## config.mk

```make
export PLATFORM = sky130hd
export DESIGN_NAME = serial_add_ctrl
export DESIGN_NICKNAME = d
export VERILOG_FILES = /design/src/rtl/serial_add_ctrl.sv
export SDC_FILE = /design/constraint.sdc
export NUM_CORES = 1
export LEC_CHECK = 0
export BUFFER_PORTS_ARGS = -buffer_cell sky130_fd_sc_hd__buf_2
export CORE_MARGIN = 4
export CORE_UTILIZATION = 60
export CTS_BUF_LIST = sky130_fd_sc_hd__clkbuf_8 sky130_fd_sc_hd__clkbuf_16
export CTS_CLUSTER_DIAMETER = 120
export CTS_CLUSTER_SIZE = 25
export DETAILED_ROUTE_END_ITERATION = 12
export PLACE_DENSITY_LB_ADDON = 0.08
export SYNTH_ARGS = -nofsm -noshare
export SYNTH_HDL_FRONTEND = slang
export SYNTH_SLANG_ARGS = --single-unit
```

## constraint.sdc

```tcl
create_clock -name clk -period 4.4 [get_ports clk]
set_input_delay 0.44 -clock clk [delete_from_list [all_inputs] [get_ports clk]]
set_output_delay 0.44 -clock clk [all_outputs]
set_load 0.01 [all_outputs]
```

## src/rtl/serial_add_ctrl.sv

```systemverilog
// Bit-serial adder: one LSB-first bit-slice per clock under an IDLE/RUN/DONE controller.
// Define SERIAL_ADD_SUB_EN to add the sub port (A-B via inverted B and carry-in 1).
module serial_add_ctrl #(
  parameter int unsigned WIDTH = 8
) (
  input  logic             clk,
  input  logic             rst_n,
  input  logic             start,
  input  logic [WIDTH-1:0] a,
  input  logic [WIDTH-1:0] b,
`ifdef SERIAL_ADD_SUB_EN
  input  logic             sub,
`endif
  output logic             busy,
  output logic             done,
  output logic [WIDTH-1:0] sum,
  output logic             carry
);

  localparam int unsigned CW = $clog2(WIDTH);

  typedef enum logic [1:0] {IDLE, RUN, DONE} state_t;

  state_t           state;
  state_t           state_nxt;
  logic [WIDTH-1:0] a_sr;
  logic [WIDTH-1:0] b_sr;
  logic [WIDTH-1:0] psum;
  logic [WIDTH-1:0] psum_nxt;
  logic [CW-1:0]    cnt;
  logic             c;
  logic             load;
  logic             step;
  logic             last;
  logic             bit_a;
  logic             bit_b;
  logic             ha1_s;
  logic             ha1_c;
  logic             ha2_s;
  logic             ha2_c;
  logic             c_nxt;
  logic             c_init;

`ifdef SERIAL_ADD_SUB_EN
  logic             sub_q;

  assign bit_b  = b_sr[0] ^ sub_q;
  assign c_init = sub;
`else
  assign bit_b  = b_sr[0];
  assign c_init = 1'b0;
`endif

  // Bit-slice: two half-adders plus an OR for the carry.
  assign bit_a = a_sr[0];
  assign ha1_s = bit_a ^ bit_b;
  assign ha1_c = bit_a & bit_b;
  assign ha2_s = ha1_s ^ c;
  assign ha2_c = ha1_s & c;
  assign c_nxt = ha1_c | ha2_c;

  always_comb begin
    psum_nxt      = psum;
    psum_nxt[cnt] = ha2_s;
  end

  always_ff @(posedge clk or negedge rst_n) begin
    if (!rst_n) state <= IDLE;
    else        state <= state_nxt;
  end

  always_comb begin
    state_nxt = state;
    load      = 1'b0;
    step      = 1'b0;
    last      = 1'b0;
    case (state)
      IDLE: begin
        if (start) begin
          load      = 1'b1;
          state_nxt = RUN;
        end
      end
      RUN: begin
        step = 1'b1;
        if (cnt == CW'(WIDTH - 1)) begin
          last      = 1'b1;
          state_nxt = DONE;
        end
      end
      DONE:    state_nxt = IDLE;
      default: state_nxt = IDLE;
    endcase
  end

  // Datapath and registered status; the counter parks on the last bit instead of wrapping.
  always_ff @(posedge clk or negedge rst_n) begin
    if (!rst_n) begin
      busy  <= 1'b0;
      done  <= 1'b0;
      sum   <= '0;
      carry <= 1'b0;
      a_sr  <= '0;
      b_sr  <= '0;
      psum  <= '0;
      cnt   <= '0;
      c     <= 1'b0;
`ifdef SERIAL_ADD_SUB_EN
      sub_q <= 1'b0;
`endif
    end else begin
      busy <= (state_nxt == RUN);
      done <= (state_nxt == DONE);
      if (load) begin
        a_sr  <= a;
        b_sr  <= b;
        psum  <= '0;
        cnt   <= '0;
        c     <= c_init;
`ifdef SERIAL_ADD_SUB_EN
        sub_q <= sub;
`endif
      end else if (step) begin
        a_sr <= {1'b0, a_sr[WIDTH-1:1]};
        b_sr <= {1'b0, b_sr[WIDTH-1:1]};
        psum <= psum_nxt;
        c    <= c_nxt;
        if (last) begin
          sum   <= psum_nxt;
          carry <= c_nxt;
        end else begin
          cnt <= cnt + CW'(1);
        end
      end
    end
  end

endmodule
```

* Yosys cells after proc, flatten, opt, wreduce, memory -nomap -nowiden *
Cells that the tools add are included.

storage, ports and cells
  bits in registers = 41
  bits of input ports = 19
  logic and storage cells = 51

operators by class
  magnitude comparators = 2
  $add $sub $neg = 1
  bitwise logic cells = 6
  muxes and demuxes = 22
  reduce and logical (&&, ||, !) cells = 5
  equality and inequality tests = 5

operator list
  cell                                                                          count
  8-bit 2-to-1 mux                                                              6
  3-bit 2-to-1 mux                                                              3
  8-bit bitwise mux                                                             1
  1-bit 2-to-1 mux                                                              8
  2-bit by 1-bit == test with 1-bit output, second input constant               2
  3-bit by 4-bit less-than comparator with 1-bit output, second input constant  1
  2-bit 2-to-1 mux                                                              2
  2-bit one-hot mux with 2 select lines                                         1
  3-bit by 1-bit adder with 3-bit output, second input constant                 1
  1-bit demux with 3-bit select                                                 1
  3-bit == test, second input constant                                          1
  3-bit by 1-bit >= comparator with 1-bit output, second input constant         1
  3-bit AND reduction                                                           1
  1-bit bitwise AND                                                             2
  2-bit == test, second input constant                                          1
  2-bit logical NOT                                                             1
  2-bit inequality test, second input constant                                  1
  2-bit AND reduction                                                           1
  2-bit nonzero test                                                            1
  1-bit XOR                                                                     2
  1-bit logical AND                                                             1
  1-bit inverter                                                                1
  1-bit OR                                                                      1

* Depth between registers and ports, before layout *
  word-level depth = 7
  mapped depth = 7

* Worst setup path after synthesis *
OpenSTA, ideal clock, no wires.

  path kind = register to register
  from = reg c
  to = reg psum[0]
  slack = 2.801 ns
  stages on the path, launching flop included = 6
  arrival time = 1.513 ns
  path through = dfrtp_1 -> fa_1 -> clkbuf_1 -> and3b_1 -> nand2_1 -> o211ai_1

between the ends
  word-level cells in the longest chain between the ends = 4

RTL lines
  what                      line  RTL
  start: declaration        31    logic c;
  start signal: assignment  119   c <= c_init;
  start signal: assignment  127   c <= c_nxt;
  1-bit XOR                 58    assign ha2_s = ha1_s ^ c;
  8-bit bitwise mux         64    psum_nxt[cnt] = ha2_s;
  8-bit 2-to-1 mux          123   end else if (step) begin
  8-bit 2-to-1 mux          114   if (load) begin
  end signal: assignment    126   psum <= psum_nxt;
  end: declaration          28    logic [WIDTH-1:0] psum;

No other way between the ends. The select of a mux whose other input is x is not followed.
A chain may end at the register's enable or synchronous reset.

* Final worst setup path *
  from = reg cnt[0]
  to = reg carry

between the ends
  word-level cells in the longest chain between the ends = 4

RTL lines
  what                                  line  RTL
  start: declaration                    30    logic [CW-1:0] cnt;
  start signal: assignment              132   cnt <= cnt + CW'(1);
  3-bit == test                         86    if (cnt == CW'(WIDTH - 1)) begin
  1-bit 2-to-1 mux                      86
  1-bit 2-to-1 mux                      77    case (state)
  3-bit AND reduction (no source line)  --
  end signal: assignment                130   carry <= c_nxt;
  end: declaration                      17    output logic carry

No other way between the ends.

==> metrics.md <==
| Metric | Value |
|---|---|
| CP Cell Sequence | ha_1, ha_1, and3b_1, mux2_1 |
| P_int | between 0.8 and 0.9 mW |
| Hold Fails Final Rpt | 0 |
| Global Route Usage Sum | 0.2156 |
| Critical path required time | roughly 4.6 ns |
| Worst vdd ir | between 0.0003 and 0.0004 V |
| Critical path class | flop to flop |
| HPWL after detailed placement | approximately 2700 um |
| Most frequent cells in the layout | 41 x dfrtp_1, 30 x a21oi_1, 29 x buf_2 |
| Final Power | 1.494 mW |
| Routed vias | ~1500 |
| CP delay by family, top | simple AND/OR/NAND/NOR gates |
| WP data arrival | around 2.4 ns |
| CORE AREA | ~0.0033 mm^2 |
| Antenna Nets Post-Route | 0 |
| CP bufs+invs | 0 |
| Critical Path Max Stage Delay | between 0.6 and 0.7 ns |
| Net Sw Power | ~0.60 mW |
| FMAX | 0.4485 GHz |
| Sw frac | 0.3987 |
| Cells on worst reg2reg path | 4 |
| Slowest cell on the critical path | and3b_1 |
| First-pass GRT wire length | a little over 7000 um |
| Leakage | about 1.0 nW |
| Critical path peak fanout | 18 |
| Via/cell ratio | about 5.7 |
| WHS | around 0.27 ns |
| RSZ-0062 raised after global routing | false |
| Initial Utilization | 0.6179 |
| # IOs | 30 |
| Syn Inst Count | slightly above 200 |
| Critical Path Source Type | flop |
| Initial antenna violation count | 0 |
| Clock buffer count from CTS | 5 |
| DR WL/cell | around 15 um |
| Yosys warns | 0 |
| Total wire length | 4139 um |
| H-tree Lvls | 2 |
| Antenna diodes | 0 |
| Post-synth EDFFs | 0 |
| RD Place Congestion | 0.8086 |
| Synthesis-to-finish area growth | 8.495% |
| Synth cell types | 27 |
| Most common cell after layout, fill and taps aside | dfrtp_1 |
| CP most frequent cell | ha_1 |
| Crit path launch | cnt[0] |
| Fin Clk Skew | 0.001734 ns |
| Final setup vio count | 0 |
| Crit path to | carry |
| Clk buf depth | 2 |
| Minimum clock period | approximately 2.2 ns |
| Grt total ovfl | 0 |
| Comb power frac | 0.400 |
| CTS tree | done |
| Postcts setup bufs | 0 |
| Final Cycle Share | 0.5068 |
| Die Height | 66.62 um |
| Slew Limit Fails | 0 |
| Synth async-reset ratio | 1.000 |
| Clk_lat worst skew | between 0.2 and 0.3 ns |
| Worst path depth | 4 |
| Die ar. | between 0.004 and 0.005 mm^2 |
| Reg2reg start | cnt[0] |
| Largest net degree at the start of global routing | 42 |
| Status | finished, final reports clean |
| Slew headroom | 0.2752 |
| Layout Nets | between 200 and 250 |
| Clock net sink count | 41 |
| Endpoint class of the critical path | flop |
| Dpl ws | 2.179 ns |
| PwrDens | roughly 670 mW/mm^2 |
| I/O Buffers | 29 |
| Clock slew at reported path FFs | 0.07 ns |
| Initial DRT Pass Iterations | 4 |
| CTS root buf | clkbuf_8 |
| Die Wd | roughly 67 um |
| Syn avg cell area | just over 10 um^2 |
| Clk pwr share | 0.151 |
| Post-Synthesis Cell Area | slightly above 0.002 mm^2 |
| Row cnt | 21 |
| Hold crit path type | primary input to asynchronous set/reset pin |
| Sequential share of power | 0.449 |
| Sequential area share after synthesis | 0.4976 |
| Reg2reg end | carry |
| Vias in the first global route | 1549 |
| Syn_nets | 225 |
| Final worst slack | approximately 2.2 ns |
| Residual DRC count | 0 |
| Max-Cap Viols | 0 |
| Synth Register Bits | a little over 40 |
| Most used DFF post-synth | dfrtp_1 |
| Pin slew with the least headroom to its limit | between 1 and 1.5 ns |
| Hold-fix buffers, CTS | 0 |
| Setup TNS | 0 ns |
| Drt initial violations | 103 |
| Share of layout cells above drive strength 1 | 0.1830 |
| Flop2flop setup slack | 2.17 ns |
| Post_cts resized | 0 |
metrics by stage:
step / cells / area (um^2) / utilization
3_3_place_gp: 262 / 2157 / 0.6464
4_1_cts: 270 / 2237 / 0.6704
5_1_grt: 270 / 2237 / 0.6704
2_1_floorplan: 203 / 2062 / -
6_report: 270 / 2237 / 0.6704
3_5_place_dp: 262 / 2157 / 0.6464
worst min path at each step:
stage                  from      end  cells after the start
floorplan             rst_n  a_sr[0]                      0
global placement      carry    carry                      1
detailed placement  b_sr[7]  b_sr[7]                      2
CTS                   rst_n  psum[7]                      1
global route          rst_n   sum[6]                      1
finish                rst_n  psum[3]                      1
state kept, by name, summed over array words and instances, names as in the netlist:
| signal | cells |
|---|---|
| a_sr | 8 |
| b_sr | 8 |
| psum | 8 |
| sum | 8 |
| cnt | 3 |
| state | 2 |
| busy | 1 |
| c | 1 |
| carry | 1 |
| done | 1 |
power by group through the flow:
stage / clock [mW] / sequential, mW / combinational [mW]
floorplan: 0 / 0.614 / 0.517
global placement: 0 / 0.664 / 0.570
detailed placement: 0 / 0.673 / 0.598
CTS: 0.231 / 0.668 / 0.603
global route: 0.252 / 0.692 / 0.672
finish: 0.226 / 0.670 / 0.598
cell families after synthesis:
family	Yosys count	share of synthesized area
flops	41	0.4976
fa+ha+maj	3	0.02184
simple gates	53	0.1475
buf+inv	21	0.06310
mux	10	0.04976
compound gates	75	0.2203
layer usage:
| metal | GRT usage | up-vias | routed length (um) |
|---|---|---|---|
| met2 | 0.3416 | 25 | 2026 |
| met3 | 0.05059 | 8 | 148 |
| met1 | 0.2920 | 754 | 1914 |
| met5 | 0 | - | 0 |
| li1 | - | 760 | - |
| met4 | 0.06853 | 0 | 49 |
Yosys cell counts, types with 5 or more instances:
| cell | count | area share |
|---|---|---|
| a21oi_1 | 30 | 0.073 |
| a22o_1 | 6 | 0.025 |
| a22oi_1 | 14 | 0.051 |
| buf_4 | 7 | 0.025 |
| clkbuf_1 | 5 | 0.0091 |
| dfrtp_1 | 41 | 0.50 |
| mux2i_1 | 8 | 0.039 |
| nand2_1 | 15 | 0.027 |
| nor2_1 | 9 | 0.016 |
| nor2b_1 | 18 | 0.055 |
| o21ai_0 | 6 | 0.015 |
| o21ai_1 | 10 | 0.024 |
final cells by class:
| type | instances | area, um^2 |
|---|---|---|
| Fill cell | 284 | 1100 |
| Sequential cell | 41 | 1026 |
| Multi-Input combinational cell | 141 | 905.9 |
| Timing Repair Buffer | 30 | 152.6 |
| Clock buffer | 5 | 68.82 |
| Tap cell | 46 | 57.56 |
| Inverter | 4 | 15.01 |
| Clock inverter | 3 | 11.26 |
Note: power is estimated with default switching activity, not from simulation.
